--- config.mk ---
export PLATFORM = sky130hd
export DESIGN_NAME = vend_fsm_param_flat
export DESIGN_NICKNAME = d
export VERILOG_FILES = /design/src/rtl/vend_pkg.sv /design/src/rtl/vend_fsm_param_if.sv /design/src/rtl/vend_change_sel.sv /design/src/rtl/vend_fsm_param.sv /design/src/flat_wrapper.sv
export SDC_FILE = /design/constraint.sdc
export NUM_CORES = 1
export LEC_CHECK = 0
export ABC_AREA = 1
export BUFFER_PORTS_ARGS = -buffer_cell sky130_fd_sc_hd__clkbuf_2
export CORE_UTILIZATION = 45
export DETAILED_ROUTE_END_ITERATION = 8
export PLACE_DENSITY = 0.68
export SLEW_MARGIN = 20
export SYNTH_ARGS = -nofsm -noshare
export SYNTH_HDL_FRONTEND = slang
export SYNTH_HIERARCHICAL = 1
export SYNTH_SLANG_ARGS = --single-unit
export TNS_END_PERCENT = 1
--- constraint.sdc ---
create_clock -name clock -period 4.3 [get_ports clock]
set_input_delay 0.43 -clock clock [delete_from_list [all_inputs] [get_ports clock]]
set_output_delay 0.43 -clock clock [all_outputs]
set_load 0.03 [all_outputs]
--- src/rtl/vend_pkg.sv ---
// Shared coin codes, unit values, state encoding and coin valuation for the
// vending FSM family.
package vend_pkg;

  localparam logic [2:0] COIN_NONE    = 3'b000;
  localparam logic [2:0] COIN_NICKEL  = 3'b001;
  localparam logic [2:0] COIN_DIME    = 3'b010;
  localparam logic [2:0] COIN_QUARTER = 3'b101;

  localparam logic [2:0] NICKEL_VAL  = 3'd1;
  localparam logic [2:0] DIME_VAL    = 3'd2;
  localparam logic [2:0] QUARTER_VAL = 3'd5;

  typedef enum logic [1:0] {
    IDLE   = 2'b00,
    CREDIT = 2'b01,
    VEND   = 2'b10,
    CHANGE = 2'b11
  } vend_state_e;

  // Invalid codes are worth nothing, so callers treat a zero value as a reject.
  function automatic logic [2:0] coin_value(input logic [2:0] code);
    case (code)
      COIN_NICKEL:  coin_value = NICKEL_VAL;
      COIN_DIME:    coin_value = DIME_VAL;
      COIN_QUARTER: coin_value = QUARTER_VAL;
      default:      coin_value = 3'd0;
    endcase
  endfunction

endpackage

--- src/rtl/vend_fsm_param_if.sv ---
// Coin-acceptor / dispenser / coin-return bundle seen by the vending FSM.
interface vend_fsm_param_if #(parameter int CREDIT_W = 6);

  logic                coin_valid;
  logic [2:0]          coin;
  logic                cancel;
  logic                coin_reject;
  logic                vend;
  logic                chg_valid;
  logic [2:0]          chg_coin;
  logic                chg_ready;
  logic [CREDIT_W-1:0] credit;
  logic [1:0]          state;
  logic                busy;

  modport master (
    output coin_valid, coin, cancel, chg_ready,
    input  coin_reject, vend, chg_valid, chg_coin, credit, state, busy
  );

  modport slave (
    input  coin_valid, coin, cancel, chg_ready,
    output coin_reject, vend, chg_valid, chg_coin, credit, state, busy
  );

endinterface

--- src/rtl/vend_change_sel.sv ---
// Greedy change picker: largest coin whose value fits in the remaining credit.
module vend_change_sel
  import vend_pkg::*;
#(
  parameter int CREDIT_W = 6
) (
  input  logic [CREDIT_W-1:0] credit_i,
  output logic [2:0]          coin_o,
  output logic [CREDIT_W-1:0] value_o
);

  always_comb begin
    coin_o  = COIN_NONE;
    value_o = '0;
    if (credit_i >= CREDIT_W'(QUARTER_VAL)) begin
      coin_o  = COIN_QUARTER;
      value_o = CREDIT_W'(QUARTER_VAL);
    end else if (credit_i >= CREDIT_W'(DIME_VAL)) begin
      coin_o  = COIN_DIME;
      value_o = CREDIT_W'(DIME_VAL);
    end else if (credit_i >= CREDIT_W'(NICKEL_VAL)) begin
      coin_o  = COIN_NICKEL;
      value_o = CREDIT_W'(NICKEL_VAL);
    end
  end

endmodule

--- src/rtl/vend_fsm_param.sv ---
// Parametrised coin FSM: accumulates credit up to a cap, vends at PRICE and
// pays back change or cancelled credit one coin at a time over valid/ready.
module vend_fsm_param
  import vend_pkg::*;
#(
  parameter int CREDIT_W   = 6,
  parameter int PRICE      = 5,
  parameter int MAX_CREDIT = 9
) (
  input logic         clock,
  input logic         reset,
  vend_fsm_param_if.slave bus
);

  localparam logic [CREDIT_W-1:0] PriceC = CREDIT_W'(PRICE);
  localparam logic [CREDIT_W:0]   MaxC   = (CREDIT_W + 1)'(MAX_CREDIT);

  vend_state_e         state_q, state_d;
  logic [CREDIT_W-1:0] credit_q, credit_d;
  logic                reject_q, reject_d;

  logic [2:0]          coinVal;
  logic [CREDIT_W:0]   creditSum;
  logic                coinOk;
  logic [2:0]          selCode;
  logic [CREDIT_W-1:0] selValue;
  logic [CREDIT_W-1:0] afterVend;
  logic [CREDIT_W-1:0] afterChange;

  vend_change_sel #(.CREDIT_W(CREDIT_W)) uChangeSel (
    .credit_i (credit_q),
    .coin_o   (selCode),
    .value_o  (selValue)
  );

  // One extra bit on the sum so the cap comparison cannot wrap.
  assign coinVal     = coin_value(bus.coin);
  assign creditSum   = {1'b0, credit_q} + (CREDIT_W + 1)'(coinVal);
  assign coinOk      = (coinVal != 3'd0) && (creditSum <= MaxC);
  assign afterVend   = credit_q - PriceC;
  assign afterChange = credit_q - selValue;

  always_comb begin
    state_d  = state_q;
    credit_d = credit_q;
    reject_d = 1'b0;
    case (state_q)
      IDLE, CREDIT: begin
        if ((state_q == CREDIT) && bus.cancel) begin
          state_d  = CHANGE;
          reject_d = bus.coin_valid;
        end else if (bus.coin_valid) begin
          if (coinOk) begin
            credit_d = creditSum[CREDIT_W-1:0];
            state_d  = (creditSum >= {1'b0, PriceC}) ? VEND : CREDIT;
          end else begin
            reject_d = 1'b1;
          end
        end
      end
      VEND: begin
        reject_d = bus.coin_valid;
        credit_d = afterVend;
        state_d  = (afterVend != '0) ? CHANGE : IDLE;
      end
      CHANGE: begin
        reject_d = bus.coin_valid;
        if (bus.chg_ready) begin
          credit_d = afterChange;
          if (afterChange == '0) begin
            state_d = IDLE;
          end
        end
      end
      default: begin
        state_d  = IDLE;
        credit_d = '0;
      end
    endcase
  end

  always_ff @(posedge clock or negedge reset) begin
    if (!reset) begin
      state_q  <= IDLE;
      credit_q <= '0;
      reject_q <= 1'b0;
    end else begin
      state_q  <= state_d;
      credit_q <= credit_d;
      reject_q <= reject_d;
    end
  end

  assign bus.coin_reject = reject_q;
  assign bus.vend        = (state_q == VEND);
  assign bus.chg_valid   = (state_q == CHANGE);
  assign bus.chg_coin    = (state_q == CHANGE) ? selCode : COIN_NONE;
  assign bus.credit      = credit_q;
  assign bus.state       = state_q;
  assign bus.busy        = (state_q == VEND) || (state_q == CHANGE);

  creditCapA: assert property (@(posedge clock) disable iff (!reset)
    {1'b0, credit_q} <= MaxC);

endmodule

--- src/flat_wrapper.sv ---
// flat-port wrapper written by rule: the top's interface ports become plain ports
module vend_fsm_param_flat import vend_pkg::*;
#(
  parameter int CREDIT_W   = 6,
  parameter int PRICE      = 5,
  parameter int MAX_CREDIT = 9
)
  (clock, reset, bus_coin_valid, bus_coin, bus_cancel, bus_chg_ready, bus_coin_reject, bus_vend, bus_chg_valid, bus_chg_coin, bus_credit, bus_state, bus_busy);
  vend_fsm_param_if #(.CREDIT_W(CREDIT_W)) bus_i ();
  input logic clock;
  input logic reset;
  input wire logic [$bits(bus_i.coin_valid)-1:0] bus_coin_valid;
  input wire logic [$bits(bus_i.coin)-1:0] bus_coin;
  input wire logic [$bits(bus_i.cancel)-1:0] bus_cancel;
  input wire logic [$bits(bus_i.chg_ready)-1:0] bus_chg_ready;
  output wire logic [$bits(bus_i.coin_reject)-1:0] bus_coin_reject;
  output wire logic [$bits(bus_i.vend)-1:0] bus_vend;
  output wire logic [$bits(bus_i.chg_valid)-1:0] bus_chg_valid;
  output wire logic [$bits(bus_i.chg_coin)-1:0] bus_chg_coin;
  output wire logic [$bits(bus_i.credit)-1:0] bus_credit;
  output wire logic [$bits(bus_i.state)-1:0] bus_state;
  output wire logic [$bits(bus_i.busy)-1:0] bus_busy;
  assign bus_i.coin_valid = bus_coin_valid;
  assign bus_i.coin = bus_coin;
  assign bus_i.cancel = bus_cancel;
  assign bus_i.chg_ready = bus_chg_ready;
  assign bus_coin_reject = bus_i.coin_reject;
  assign bus_vend = bus_i.vend;
  assign bus_chg_valid = bus_i.chg_valid;
  assign bus_chg_coin = bus_i.chg_coin;
  assign bus_credit = bus_i.credit;
  assign bus_state = bus_i.state;
  assign bus_busy = bus_i.busy;
  vend_fsm_param #(.CREDIT_W(CREDIT_W), .PRICE(PRICE), .MAX_CREDIT(MAX_CREDIT)) u_core (.clock(clock), .reset(reset), .bus(bus_i));
endmodule
==> results.json <==
{
  "die_x_um": 56.5,
  "rows": 19,
  "cts_hold_buf": 0,
  "period_share_pct": 59.4,
  "multiInputGateArea_um2": 908,
  "clk_latency_ns": 0.25,
  "setup.worst_path.start_class": "register",
  "drtIter0Drc": 59,
  "synth.distinct_cells": 27,
  "hpwlAfterDp_mm": 2.56,
  "gp_congestion": 0.810,
  "syn_inst": 223,
  "grt_max_degree": 11,
  "overflow": 0,
  "seq_area_um2": 225,
  "finalHoldViolations": 0,
  "synth_top_area_share_pct": 19.7,
  "clkTransAtPathRegs_ns": 0.06,
  "cts_tree": "done",
  "track_usage_pct": 20.8,
  "layout-drive-gt1-share_pct": 15.2,
  "rsz0062_at_grt": "false",
  "layout_min_cycle_time_ns": 2.55,
  "htreeDepth": 1,
  "syn_to_final_growth_pct": 9.46,
  "place_area_um2": 1440,
  "final_area_um2": 1460,
  "cts_setup_buffers": 0,
  "dpl_worst_slack_ns": 1.68,
  "clock_tree.root_cell": "clkbuf_4",
  "avgSynthCellArea_um2": 5.99,
  "endpoint_kind": "register",
  "numCtsBuffers": 3,
  "pin_count": 23,
  "fp.dieH_um": 56.5,
  "setup_violations": 0,
  "io_buffers": 22,
  "crit_fanout": 8,
  "fmax_mhz": 392,
  "grt_pass1_vias": 1263,
  "synth.yosys.warnings": 6,
  "antenna_found_initial": 0,
  "clk_path_buf_depth": 2,
  "antenna_cells": 0,
  "drc": 0,
  "netlist_top_cells_area": "nand2_1 20%, dfrtp_1 17%, nand3_1 14%",
  "synth-seq-cells": 9,
  "clock_skew_ns": 0.000696,
  "cp.arrival_ns": 2.70,
  "start_util_pct": 48.0,
  "fillers": 304,
  "die-area_um2": 3190,
  "outcome": "completed",
  "yosys.area.top_type": "nand2_1",
  "setup_ws_ns": 1.75,
  "grt_first_pass_wirelength_mm": 5.36,
  "routed_wl_mm": 3.02,
  "core-area_um2": 2780,
  "num_vias": 1377,
  "nets": 264,
  "ant_nets": 0,
  "drv_slew": 0,
  "cts_resized": 0,
  "syn_area_um2": 1340,
  "criticalPathCategory": "reg2reg",
  "hold_slack_ns": 0.0188,
  "required_ns": 4.44,
  "maxCapViolations": 0,
  "tns_ns": 0,
  "via_per_inst": 5.03,
  "drtPass1Iterations": 4,
  "yosysSeqAreaShare_pct": 16.9,
  "routedWlPerCell_um": 11.0,
  "cts.sinks": 9,
  "hp-class": "in2async"
}
[cells in the mapped netlist, drive strengths merged]
master	instances
a21boi	1
a21oi	3
buf	7
clkbuf	1
conb	1
dfrtp	9
fa	2
ha	10
inv	41
nand2	75
nand3	39
nand3b	2
nand4	3
nor2	17
o211ai	1
o21a	1
o21ai	3
o221ai	3
or2	1
xnor2	2
xor2	1
[worst max-delay path, cell delays in order, from the launching register on]
cell and delay (ns):
dfrtp_1 0.50, nor2_1 0.21, nand2_1 0.07, nand3_1 0.11, ha_1 0.15, inv_1 0.06, fa_1 0.40, xnor2_1 0.20
nand3_1 0.10, o21ai_0 0.15, nand3_1 0.09, nor2_1 0.21, nand2_1 0.08, nand2_1 0.06, nand2_1 0.05
[cell families (layout without fill, tap and decap cells)]
logic type                 Yosys count  after routing  share of synthesized area [%]
other                                1              3                          0.281
and+or+nand+nor                    137            137                           46.6
DFF                                  9              9                           16.9
xor gates and xnor gates             3              3                           1.97
AOI/OAI and AO/OA                   12             12                           6.18
buffers and inverters               49             67                           15.7
adders and majority gates           12             12                           12.4
[per-stage QoR]
stage	utilization, %	std cells
after floorplan	-	225
after global placement	51.6	270
after detailed placement	51.6	270
after CTS	52.6	274
after global routing	52.6	274
final	52.6	274
[cells in the final DEF, fill, tap and decap left out, types with 3 or more instances in the layout]
cell / n
conb_1: 3
nand3_1: 38
nor2_2: 4
inv_1: 40
a21oi_1: 3
ha_1: 10
o221ai_1: 3
nand4_1: 3
clkbuf_4: 3
clkbuf_2: 22
nand2_1: 70
dfrtp_1: 9
nor2_1: 13
nand2_4: 3
[flip-flops by register name, indices dropped and copies added (netlist names)]
| name | flops |
|---|---|
| u_core/bus.coin_reject | 1 |
| u_core/bus.credit | 6 |
| u_core/bus.state | 2 |
[final timing paths]
kind	startpoint	to	slack, ns	cells after the start
worst min register to register	u_core/bus.credit[0]	u_core/bus.credit[0]	0.65	2
worst max register to register	u_core/bus.credit[1]	u_core/bus.state[0]	1.75	14
worst min-delay path	reset	u_core/bus.coin_reject	0.02	1
min in group clock	bus_coin_valid	u_core/bus.coin_reject	0.44	2
max in group asynchronous	reset	u_core/bus.credit[0]	4.10	1
worst max-delay path	u_core/bus.credit[1]	u_core/bus.state[0]	1.75	14
[metal layers]
metal / track usage, % / vias up / wire length (um) / share of wire, %
li1: - / 741 / - / -
met1: 28.8 / 598 / 1400 / 46
met2: 34.6 / 34 / 1450 / 48
met3: 1.15 / 4 / 138 / 4.6
met4: 6.62 / 0 / 37 / 1.2
met5: 0 / - / 0 / 0
[final cells by class]
cell class | count | share of cell area [%]
clock buffer | 4 | 1.80
inverter | 41 | 10.5
multi-input combinational | 167 | 62.1
sequential | 9 | 15.4
tap | 31 | 2.65
timing repair buffer | 22 | 7.53
Power is not shown: default switching activity piles up to over one toggle a cycle in this logic, so the estimate is an artifact.
